<file path="src/rtl/setb_release_sequencer.sv">
// Reset-release sequencer for async-set/reset flop banks: asserts SETB to all
// domains on RSTB, releases them one per GAP+1 edges, then serves soft resets.
module setb_release_sequencer #(
  parameter int unsigned NDOM        = 4,
  parameter int unsigned GAP_W       = 4,
  parameter int unsigned SYNC_STAGES = 2
) (
  input  logic             CLK,
  input  logic             RSTB,
  input  logic [GAP_W-1:0] GAP,
  input  logic [NDOM-1:0]  SOFT_REQ,
  output logic [NDOM-1:0]  SETB_OUT,
  output logic [NDOM-1:0]  SOFT_ACK,
  output logic             BUSY
);

  localparam int unsigned PTR_W = (NDOM > 1) ? $clog2(NDOM) : 1;

  typedef enum logic [2:0] {
    ST_RESET,
    ST_RELEASE,
    ST_IDLE,
    ST_SOFT_HOLD,
    ST_SOFT_ACK
  } state_t;

  state_t                 state_q, state_d;
  logic [SYNC_STAGES-1:0] sync_q;
  logic [NDOM-1:0]        setb_q, setb_d;
  logic [NDOM-1:0]        ack_q, ack_d;
  logic                   busy_q, busy_d;
  logic [GAP_W-1:0]       cnt_q, cnt_d;
  logic [GAP_W-1:0]       gap_q, gap_d;
  logic [PTR_W-1:0]       ptr_q, ptr_d;
  logic [PTR_W-1:0]       idx_q, idx_d;
  logic                   sync_out;
  logic                   req_any;
  logic [PTR_W-1:0]       req_idx;

  assign sync_out = sync_q[SYNC_STAGES-1];
  assign SETB_OUT = setb_q;
  assign SOFT_ACK = ack_q;
  assign BUSY     = busy_q;

  // RSTB de-assertion synchroniser; assertion is purely asynchronous
  always_ff @(posedge CLK or negedge RSTB) begin
    if (!RSTB) begin
      sync_q <= '0;
    end else begin
      sync_q <= {sync_q[SYNC_STAGES-2:0], 1'b1};
    end
  end

  // Fixed priority: lowest requesting domain wins
  always_comb begin
    req_any = 1'b0;
    req_idx = '0;
    for (int i = NDOM - 1; i >= 0; i--) begin
      if (SOFT_REQ[i]) begin
        req_any = 1'b1;
        req_idx = PTR_W'(i);
      end
    end
  end

  // State and datapath registers
  always_ff @(posedge CLK or negedge RSTB) begin
    if (!RSTB) begin
      state_q <= ST_RESET;
      setb_q  <= '0;
      ack_q   <= '0;
      busy_q  <= 1'b1;
      cnt_q   <= '0;
      gap_q   <= '0;
      ptr_q   <= '0;
      idx_q   <= '0;
    end else begin
      state_q <= state_d;
      setb_q  <= setb_d;
      ack_q   <= ack_d;
      busy_q  <= busy_d;
      cnt_q   <= cnt_d;
      gap_q   <= gap_d;
      ptr_q   <= ptr_d;
      idx_q   <= idx_d;
    end
  end

  // Next-state and next-output logic
  always_comb begin
    state_d = state_q;
    setb_d  = setb_q;
    ack_d   = '0;
    busy_d  = busy_q;
    cnt_d   = cnt_q;
    gap_d   = gap_q;
    ptr_d   = ptr_q;
    idx_d   = idx_q;

    case (state_q)
      ST_RESET: begin
        busy_d = 1'b1;
        if (sync_out) begin
          setb_d[0] = 1'b1;
          gap_d     = GAP;
          cnt_d     = '0;
          ptr_d     = PTR_W'(1);
          if (NDOM == 1) begin
            busy_d  = 1'b0;
            state_d = ST_IDLE;
          end else begin
            state_d = ST_RELEASE;
          end
        end
      end

      ST_RELEASE: begin
        if (cnt_q == gap_q) begin
          setb_d[ptr_q] = 1'b1;
          cnt_d         = '0;
          ptr_d         = ptr_q + PTR_W'(1);
          if (ptr_q == PTR_W'(NDOM - 1)) begin
            busy_d  = 1'b0;
            state_d = ST_IDLE;
          end
        end else begin
          cnt_d = cnt_q + GAP_W'(1);
        end
      end

      ST_IDLE: begin
        if (req_any) begin
          setb_d[req_idx] = 1'b0;
          idx_d           = req_idx;
          busy_d          = 1'b1;
          gap_d           = GAP;
          cnt_d           = '0;
          state_d         = ST_SOFT_HOLD;
        end
      end

      ST_SOFT_HOLD: begin
        if (cnt_q == gap_q) begin
          setb_d[idx_q] = 1'b1;
          ack_d[idx_q]  = 1'b1;
          state_d       = ST_SOFT_ACK;
        end else begin
          cnt_d = cnt_q + GAP_W'(1);
        end
      end

      ST_SOFT_ACK: begin
        busy_d  = 1'b0;
        state_d = ST_IDLE;
      end

      default: begin
        state_d = ST_RESET;
      end
    endcase
  end

endmodule
</file>
<file path="config.mk">
export PLATFORM = sky130hd
export DESIGN_NAME = setb_release_sequencer
export DESIGN_NICKNAME = d
export VERILOG_FILES = /design/src/rtl/setb_release_sequencer.sv
export SDC_FILE = /design/constraint.sdc
export NUM_CORES = 1
export LEC_CHECK = 0
export CAP_MARGIN = 20
export CORE_MARGIN = 4
export CORE_UTILIZATION = 56
export DETAILED_ROUTE_END_ITERATION = 8
export GPL_TIMING_DRIVEN = 0
export HOLD_SLACK_MARGIN = 0.12
export MAX_ROUTING_LAYER = met4
export PLACE_DENSITY = 0.81
export SYNTH_ARGS = -nofsm -noshare
export SYNTH_HDL_FRONTEND = slang
export SYNTH_SLANG_ARGS = --single-unit
</file>
<file path="constraint.sdc">
create_clock -name CLK -period 4.8 [get_ports CLK]
set_input_delay 0.48 -clock CLK [delete_from_list [all_inputs] [get_ports CLK]]
set_output_delay 0.48 -clock CLK [all_outputs]
set_load 0.01 [all_outputs]
</file>
==> metrics, run 1 <==
Fin. Hold Viols=0; initial antenna violation count=0; CTS tree=yes; starting density of the core=59.1%; Remaining Overflow, GRT=0; Nets=181; Max-Cap Viols=0; end of the worst register-to-register path=SETB_OUT[3]$_DFFE_PN0P_; core area=2500 sq um; RR Startpoint=cnt_q[2]$_DFFE_PN0P_; Post-Synth XOR/XNOR Area=2.37%; port buffer count=18; Data required, critical path=5040 ps; r2r setup slk=3040 ps; IO Pins=19; mux cell area share after synthesis=6.60%; maximum buffer depth of the clock tree=2; Setup TNS=0 ps; layout cells sized above 1=13.3%; placed cell area=1720 sq um; # hold bufs at CTS=0; Max transition margin=54.7%; pre-CTS WS=2520 ps; Crit Path Category=in -> reg; drt pass-1 iters=4; Min-Delay Endpoint=sync_q[1]$_DFF_PN0_; largest family of logic cells by synthesized area=compound AO/OA/AOI/OAI gates; Worst-path clk slew=150 ps; Netlist cell types=52; Worst-Margin Slew=674 ps; ANT nets after route=0; total CTS buffers=3; Skew-Pair Late Insertion Delay=330 ps; yosys warns=0; Highest Clock Rate=517 MHz; Design Power=1.07 mW; largest net degree at the start of global routing=18; Main synth FF type=dfrtp_1; placed wire-length estimate=2.38 mm; Worst Hold Path Cells=0; post-layout instance area=1780 sq um; Yosys reg bits=26; final worst-path setup slack=2870 ps; H-Tree Depth=1; Max VDD drop=0.408 mV; ys async rst share=100%; Critical Path AT=2170 ps; global-route wire length before repair=5.49 mm; # diodes=0; RePlAce Congestion=0.856; Total GRT Usage=21.5%; Site Rows=18; post-synthesis sequential area ratio=44.1%; Startpoint Class=primary input; Hold Path Origin=sync_q[0]$_DFF_PN0_; Compound-Gate Fraction of Synth Area=20.4%; vias in the first global route=1191; Max Slew Vio Count=0; HP Class=reg -> reg; Reg2Reg Depth=5; worst-path cell chain=clkdlybuf4s50_1 -> nor4_4 -> a2111oi_4 -> mux2_2; drc violations=0; critical path's largest stage delay=620 ps; worst-path fanout max=6; Post-Route WL=3.21 mm; Crit. End Element=register; minimum clock period=1930 ps; Post-Layout Cell Count=195; Post CTS Setup Buffer Count=0; RSZ-0062 raised after global routing=no; Clock Sinks=26; die outline width=59.4 um; Mapped Area=1480 sq um; Final setup viols=0; Wirelength per Cell=16.5 um; DR vias/cell=6.01; Gate Count Post-Synth=142; clk root buf=clkbuf_4; PD cells=601 nW/um^2; slowest CP cell=clkdlybuf4s50_1; Fin Hold WS=375 ps; clk_skew=2.15 ps; Final Util=71.0%; run status=finished clean; DR vias=1172; Leak=0.740 nW; post-synthesis simple-gate area fraction=17.0%; DR iter-0 viols=58; Synth Area per Inst=10.4 sq um; die area=3520 sq um; area delta synth->final=20.2%; syn_nets=157; post-CTS sizing=0; Final period util=40.3%; Placed Cells=191; EDFF count, synth=0; die height=59.4 um; Post-Synth Adder-Cell Area=4.23%
==> worst max path at each step <==
stage	start	end	slack [ps]
after floorplan	state_q[1]$_DFFE_PN0P_	SETB_OUT[2]$_DFFE_PN0P_	3250
after global placement	SOFT_REQ[0]	gap_q[3]$_DFFE_PN0P_	2560
after detailed placement	SOFT_REQ[0]	gap_q[3]$_DFFE_PN0P_	2520
after CTS	BUSY$_DFFE_PN1P_	BUSY	2880
after global routing	SOFT_REQ[0]	gap_q[0]$_DFFE_PN0P_	2840
final	SOFT_REQ[0]	gap_q[3]$_DFFE_PN0P_	2870
==> routing by layer <==
layer / vias up / track usage, % / wire length (um)
met5: - / - / 0
met4: 0 / 9.71 / 57
met3: 5 / 3.70 / 184
met2: 42 / 32.9 / 1540
met1: 563 / 27.6 / 1430
li1: 562 / - / -
==> worst max-delay path, delay by kind of cell <==
| kind | cells | cell delay, ps |
|---|---|---|
| compound gates | 1 | 550 |
| buf+inv | 1 | 620 |
| mux | 1 | 390 |
| simple gates | 1 | 120 |
==> kinds of logic after synthesis <==
logic type	Yosys count
AOI/OAI and AO/OA	40
xor gates and xnor gates	4
adders and majority gates	5
buffers and inverters	17
DFF	26
muxes	9
other	1
and+or+nand+nor	40
==> sequential cells by signal, summed over array words and instances, names as in the netlist <==
signal / flops
SOFT_ACK: 4
BUSY: 1
sync_q: 2
idx_q: 2
ptr_q: 2
state_q: 3
cnt_q: 4
gap_q: 4
SETB_OUT: 4
==> placed cells by master (no fill, tap or decap), types with 4 or more instances in the layout <==
cell type / synthesis / final
a21oi_1: 6 / 6
clkdlybuf4s50_1: 0 / 18
dfrtp_1: 25 / 25
ha_1: 5 / 5
inv_1: 9 / 9
mux2_2: 6 / 6
nand2_1: 8 / 8
nand2b_1: 4 / 4
nor2_1: 4 / 4
nor3_1: 5 / 5
o21a_1: 5 / 5
o21ai_0: 7 / 7
xnor2_1: 4 / 4
==> synthesized netlist by cell type (all sizes together) (5+ instances only) <==
cell type  number  area [sq um]
a21oi           6          30.0
dfrtp          25           626
ha              5          62.6
inv            10          37.5
mux2            6          67.6
nand2           8          30.0
nor3            5          25.0
o21a            5          37.5
o21ai           8          40.0
==> cell type report <==
type                       instances  area, sq um
clock buffer                       3         22.5
fill                             190          724
timing repair buffer              19          208
sequential                        26          652
multi-input combinational         99          752
inverter                          10         37.5
clock inverter                     1         30.0
buffer                             7         36.3
tap                               30         37.5
==> power breakdown <==
group	internal, mW	switching [mW]
Sequential	0.298	0.0778
Combinational	0.262	0.275
Clock	0.0845	0.0700
Note: power is estimated with default switching activity, not from simulation.
==> run 2: changes to the inputs <==
--- a/config.mk
+++ b/config.mk
@@ -7,12 +7,12 @@
 export LEC_CHECK = 0
 export CAP_MARGIN = 20
 export CORE_MARGIN = 4
-export CORE_UTILIZATION = 56
+export CORE_UTILIZATION = 54
 export DETAILED_ROUTE_END_ITERATION = 8
 export GPL_TIMING_DRIVEN = 0
 export HOLD_SLACK_MARGIN = 0.12
 export MAX_ROUTING_LAYER = met4
-export PLACE_DENSITY = 0.81
+export PLACE_DENSITY = 0.78
 export SYNTH_ARGS = -nofsm -noshare
 export SYNTH_HDL_FRONTEND = slang
 export SYNTH_SLANG_ARGS = --single-unit
==> constraint.sdc (replaced) <==
create_clock -name CLK -period 2 [get_ports CLK]
set_input_delay 0.2 -clock CLK [delete_from_list [all_inputs] [get_ports CLK]]
set_output_delay 0.2 -clock CLK [all_outputs]
set_load 0.01 [all_outputs]
==> metrics, run 2 (same netlist as run 1, synthesis figures left out) <==
run status=finished clean; DR vias/cell=6.13 (+2.0%); post-CTS sizing=0 (unchanged); Final Util=69.8% (-1.3 points); Highest Clock Rate=555 MHz; pre-CTS WS=18.7 ps (-2500 ps); clk_skew=6.52 ps (+4.37 ps); worst-path fanout max=10 (+4); DR iter-0 viols=39 (-33%); Max VDD drop=1.02 mV (+150%); drc violations=0 (unchanged); Nets=181 (unchanged); Worst-path clk slew=150 ps (about the same); die height=60.3 um (+1.6%); Remaining Overflow, GRT=0 (unchanged); clk root buf=clkbuf_4; post-layout instance area=1780 sq um (unchanged); die area=3640 sq um (+3.2%); Placed Cells=191 (unchanged); Site Rows=18 (unchanged); Max-Cap Viols=0 (unchanged); Post CTS Setup Buffer Count=0 (unchanged); vias in the first global route=1211 (+1.7%); Fin Hold WS=216 ps (-159 ps); sw frac=39.3% (-0.34 points); Data required, critical path=2220 ps (-2820 ps); Post-Layout Cell Count=195 (unchanged); Fill cells=190 (unchanged); initial antenna violation count=0 (unchanged); Wirelength per Cell=16.5 um (-0.12%); largest net degree at the start of global routing=18 (unchanged); Post-Route WL=3.21 mm (-0.12%); Crit. End Element=register; HP Class=in -> async; Crit Path Category=reg -> reg; total CTS buffers=3 (unchanged); placed wire-length estimate=2.47 mm (+3.9%); combinational power share=50.3% (about the same); placed cell area=1720 sq um (unchanged); layout cells sized above 1=13.3% (unchanged); maximum buffer depth of the clock tree=2 (unchanged); starting density of the core=58.1% (-1.0 points); Setup TNS=0 ps (unchanged); CTS tree=yes; footprint of the multi-input gates=752 sq um (unchanged); # hold bufs at CTS=0 (unchanged); minimum clock period=1800 ps; IO Pins=19 (unchanged); area delta synth->final=20.2% (unchanged); Max transition margin=54.7% (about the same); die outline width=60.3 um (+1.6%); PD cells=1430 nW/um^2 (+140%); Final setup viols=0 (unchanged); ANT nets after route=0 (unchanged); Critical Path AT=2020 ps (-150 ps); RePlAce Congestion=0.870 (+1.6%); Seq pwr share=35.3% (about the same); port buffer count=18 (unchanged); Max Slew Vio Count=0 (unchanged); Worst-Margin Slew=674 ps (-0.267 ps); RSZ-0062 raised after global routing=no; Clk pwr share=14.4% (about the same); Final period util=90.1%; Int Power=1.55 mW (+140%); Fin. Hold Viols=0 (unchanged); most frequent cells in the layout=dfrtp_1, clkdlybuf4s50_1, inv_1; # diodes=0 (unchanged); Total GRT Usage=20.8% (-0.71 points); global-route met2 utilization=32.1% (-0.82 points); global-route wire length before repair=5.45 mm (-0.62%); Clock Sinks=26 (unchanged); Design Power=2.55 mW (+140%); Leak=0.740 nW (unchanged); Top Usage Layer GRT=met2; H-Tree Depth=1 (unchanged); final worst-path setup slack=198 ps (-2670 ps); drt pass-1 iters=4 (unchanged); core area=2540 sq um (+1.8%); Skew-Pair Late Insertion Delay=330 ps (about the same); DR vias=1195 (+2.0%); Sw Pwr=1.00 mW (+140%); Startpoint Class=register; met1 Use GR=26.0% (-1.6 points); register area=652 sq um (unchanged); grt met3 use=4.97% (+1.3 points); most common cell after layout, fill and taps aside=dfrtp_1
==> run 2: cell counts in the layout (fill, tap and decap cells not counted) <==
No cell type changed its count.
==> run 2: critical path: stages (launching register included) <==
cell	delay (ps)
dfrtp_1	450
xnor2_1	180
nand4_1	320
buf_2	320
a221oi_1	280
o22ai_1	130
==> run 2: final cells by class <==
cell class / instances / share of cell area, %
multi-input combinational: 99 / 42.4
inverter: 10 / 2.11
timing repair buffer: 19 / 11.7
clock inverter: 1 / 1.69
clock buffer: 3 / 1.27
sequential: 26 / 36.7
tap: 30 / 2.11
buffer: 7 / 2.04
==> run 2: worst paths after layout <==
check | startpoint | to | slack (ps) | depth (start not counted)
setup reg to reg | cnt_q[1]$_DFFE_PN0P_ | SETB_OUT[3]$_DFFE_PN0P_ | 200 | 5
min in group CLK | sync_q[0]$_DFF_PN0_ | sync_q[1]$_DFF_PN0_ | 370 | 0
hold / removal | RSTB | ptr_q[0]$_DFFE_PN0P_ | 220 | 1
setup / recovery | cnt_q[1]$_DFFE_PN0P_ | SETB_OUT[3]$_DFFE_PN0P_ | 200 | 5
max in group asynchronous | RSTB | SOFT_ACK[0]$_DFF_PN0_ | 1310 | 2
hold reg to reg | sync_q[0]$_DFF_PN0_ | sync_q[1]$_DFF_PN0_ | 370 | 0
==> run 2: power groups by stage <==
stage          logic (mW)  clock network, mW  registers (mW)
2_1_floorplan       0.928                  0           0.883
6_report             1.28              0.368           0.899
4_1_cts              1.28              0.368           0.895
3_5_place_dp         1.27                  0           0.908
3_3_place_gp         1.22                  0           0.892
5_1_grt              1.42              0.396           0.922
==> run 2: per-layer routing <==
metal  routed length [um]  part of all wire, %
met4                   58                  1.8
met1                 1480                   46
met2                 1520                   47
met3                  160                  5.0
met5                    0                    0
==> run 3: changes to the inputs <==
--- a/config.mk
+++ b/config.mk
@@ -12,7 +12,7 @@
 export GPL_TIMING_DRIVEN = 0
 export HOLD_SLACK_MARGIN = 0.12
 export MAX_ROUTING_LAYER = met4
-export PLACE_DENSITY = 0.78
+export PLACE_DENSITY = 0.8
 export SYNTH_ARGS = -nofsm -noshare
 export SYNTH_HDL_FRONTEND = slang
 export SYNTH_SLANG_ARGS = --single-unit
==> metrics, run 3 (same netlist as run 1, synthesis figures left out) <==
port buffer count=18 (unchanged); Worst-Margin Slew=667 ps (-7.05 ps); pre-CTS WS=15.1 ps (-3.59 ps); drc violations=0 (unchanged); # diodes=0 (unchanged); Worst-path clk slew=160 ps (about the same); placed wire-length estimate=2.44 mm (-1.3%); ANT nets after route=0 (unchanged); Crit Path Category=reg -> reg; DR WL met2=1.62 mm (+6.7%); Startpoint Class=register; Critical Path AT=2010 ps (about the same); DR vias=1205 (+0.84%); Crit. End Element=register; Max-Cap Viols=0 (unchanged); Post-Route WL=3.32 mm (+3.5%); HP Class=in -> async; Nets=181 (unchanged); run status=finished clean; RePlAce Congestion=0.884 (+1.6%); Final setup viols=0 (unchanged); final worst-path setup slack=224 ps (+26.2 ps); max layer used=met4; CTS tree=yes; H-Tree Depth=1 (unchanged); # hold bufs at CTS=0 (unchanged); Skew-Pair Late Insertion Delay=350 ps (+20 ps); Fill cells=189 (-0.53%); DR vias/cell=6.18 (+0.84%); die height=60.3 um (unchanged); area delta synth->final=20.2% (unchanged); die outline width=60.3 um (unchanged); DR iter-0 viols=43 (+10%); RSZ-0062 raised after global routing=no; most frequent cells in the layout=dfrtp_1, clkdlybuf4s50_1, inv_1; Highest Clock Rate=563 MHz (+1.5%); clk root buf=clkbuf_4; vias in the first global route=1228 (+1.4%); minimum clock period=1780 ps (-26.2 ps); global-route wire length before repair=5.65 mm (+3.7%); Max VDD drop=0.980 mV (-4.2%); Setup TNS=0 ps (unchanged); most common cell after layout, fill and taps aside=dfrtp_1; Max Slew Vio Count=0 (unchanged); Data required, critical path=2240 ps (+20 ps); largest net degree at the start of global routing=19 (+1); clk_skew=11.3 ps (+4.75 ps); M1 WL=1.42 mm (-3.6%); total CTS buffers=3 (unchanged); drt pass-1 iters=4 (unchanged); maximum buffer depth of the clock tree=2 (unchanged); Fin. Hold Viols=0 (unchanged); Total GRT Usage=21.9% (+1.2 points); layout cells sized above 1=13.3% (unchanged); starting density of the core=58.1% (unchanged); Final period util=88.8% (-1.3 points); Wirelength per Cell=17.0 um (+3.5%); worst-path fanout max=10 (unchanged); Site Rows=18 (unchanged); PD cells=1450 nW/um^2 (+0.74%); die area=3640 sq um (unchanged); Max transition margin=55.2% (+0.47 points); Post CTS Setup Buffer Count=0 (unchanged); initial antenna violation count=0 (unchanged); Leak=0.740 nW (unchanged); wire length on met3=174 um (+8.8%); Remaining Overflow, GRT=0 (unchanged); IO Pins=19 (unchanged); core area=2540 sq um (unchanged); Clock Sinks=26 (unchanged); post-CTS sizing=0 (unchanged)
[run 3: cell counts in the layout (fill, tap and decap cells not counted)]
No cell type changed its count.
[run 3: final cells by class]
type / count / area (sq um) / share of cell area, %
Multi-Input combinational cell: 99 / 752 / 42.4
Sequential cell: 26 / 652 / 36.7
Timing Repair Buffer: 19 / 208 / 11.7
Inverter: 10 / 37.5 / 2.11
Tap cell: 30 / 37.5 / 2.11
Buffer: 7 / 36.3 / 2.04
Clock inverter: 1 / 30.0 / 1.69
Clock buffer: 3 / 22.5 / 1.27
[run 3: worst max-delay path, cell delays in order (launching register included)]
cell      delay, ps
dfrtp_1         450
xnor2_1         200
nand4_1         280
buf_2           300
a221oi_1        310
o22ai_1         130
[run 3: path summary, 6_finish.rpt]
check	start	end	slack, ps	depth (start not counted)
hold / removal	RSTB	SETB_OUT[2]$_DFFE_PN0P_	190	1
max in group asynchronous	RSTB	gap_q[2]$_DFFE_PN0P_	1330	2
setup / recovery	cnt_q[3]$_DFFE_PN0P_	SETB_OUT[3]$_DFFE_PN0P_	220	5
hold reg to reg	sync_q[0]$_DFF_PN0_	sync_q[1]$_DFF_PN0_	370	0
min in group CLK	sync_q[0]$_DFF_PN0_	sync_q[1]$_DFF_PN0_	370	0
setup reg to reg	cnt_q[3]$_DFFE_PN0P_	SETB_OUT[3]$_DFFE_PN0P_	220	5
[run 3: per-layer routing]
metal	up-vias	global-route usage, %
met5	-	-
li1	563	-
met3	12	3.02
met2	47	34.9
met4	0	12.3
met1	583	26.5
[run 3: where the power goes]
group | internal, mW | switching (mW)
sequential | 0.715 | 0.182
combinational | 0.629 | 0.661
clock | 0.203 | 0.176
[run 3: stage by stage]
step                      power, mW  utilization, %  cells  area, sq um  hold WS, ps
after floorplan                1.81               -    142         1480        -95.6
after global placement         2.11            66.6    190         1700          332
after detailed placement       2.18            67.7    191         1720          343
after CTS                      2.56            69.8    195         1780          197
after global routing           2.75            69.8    195         1780          215
final                          2.57            69.8    195         1780          187
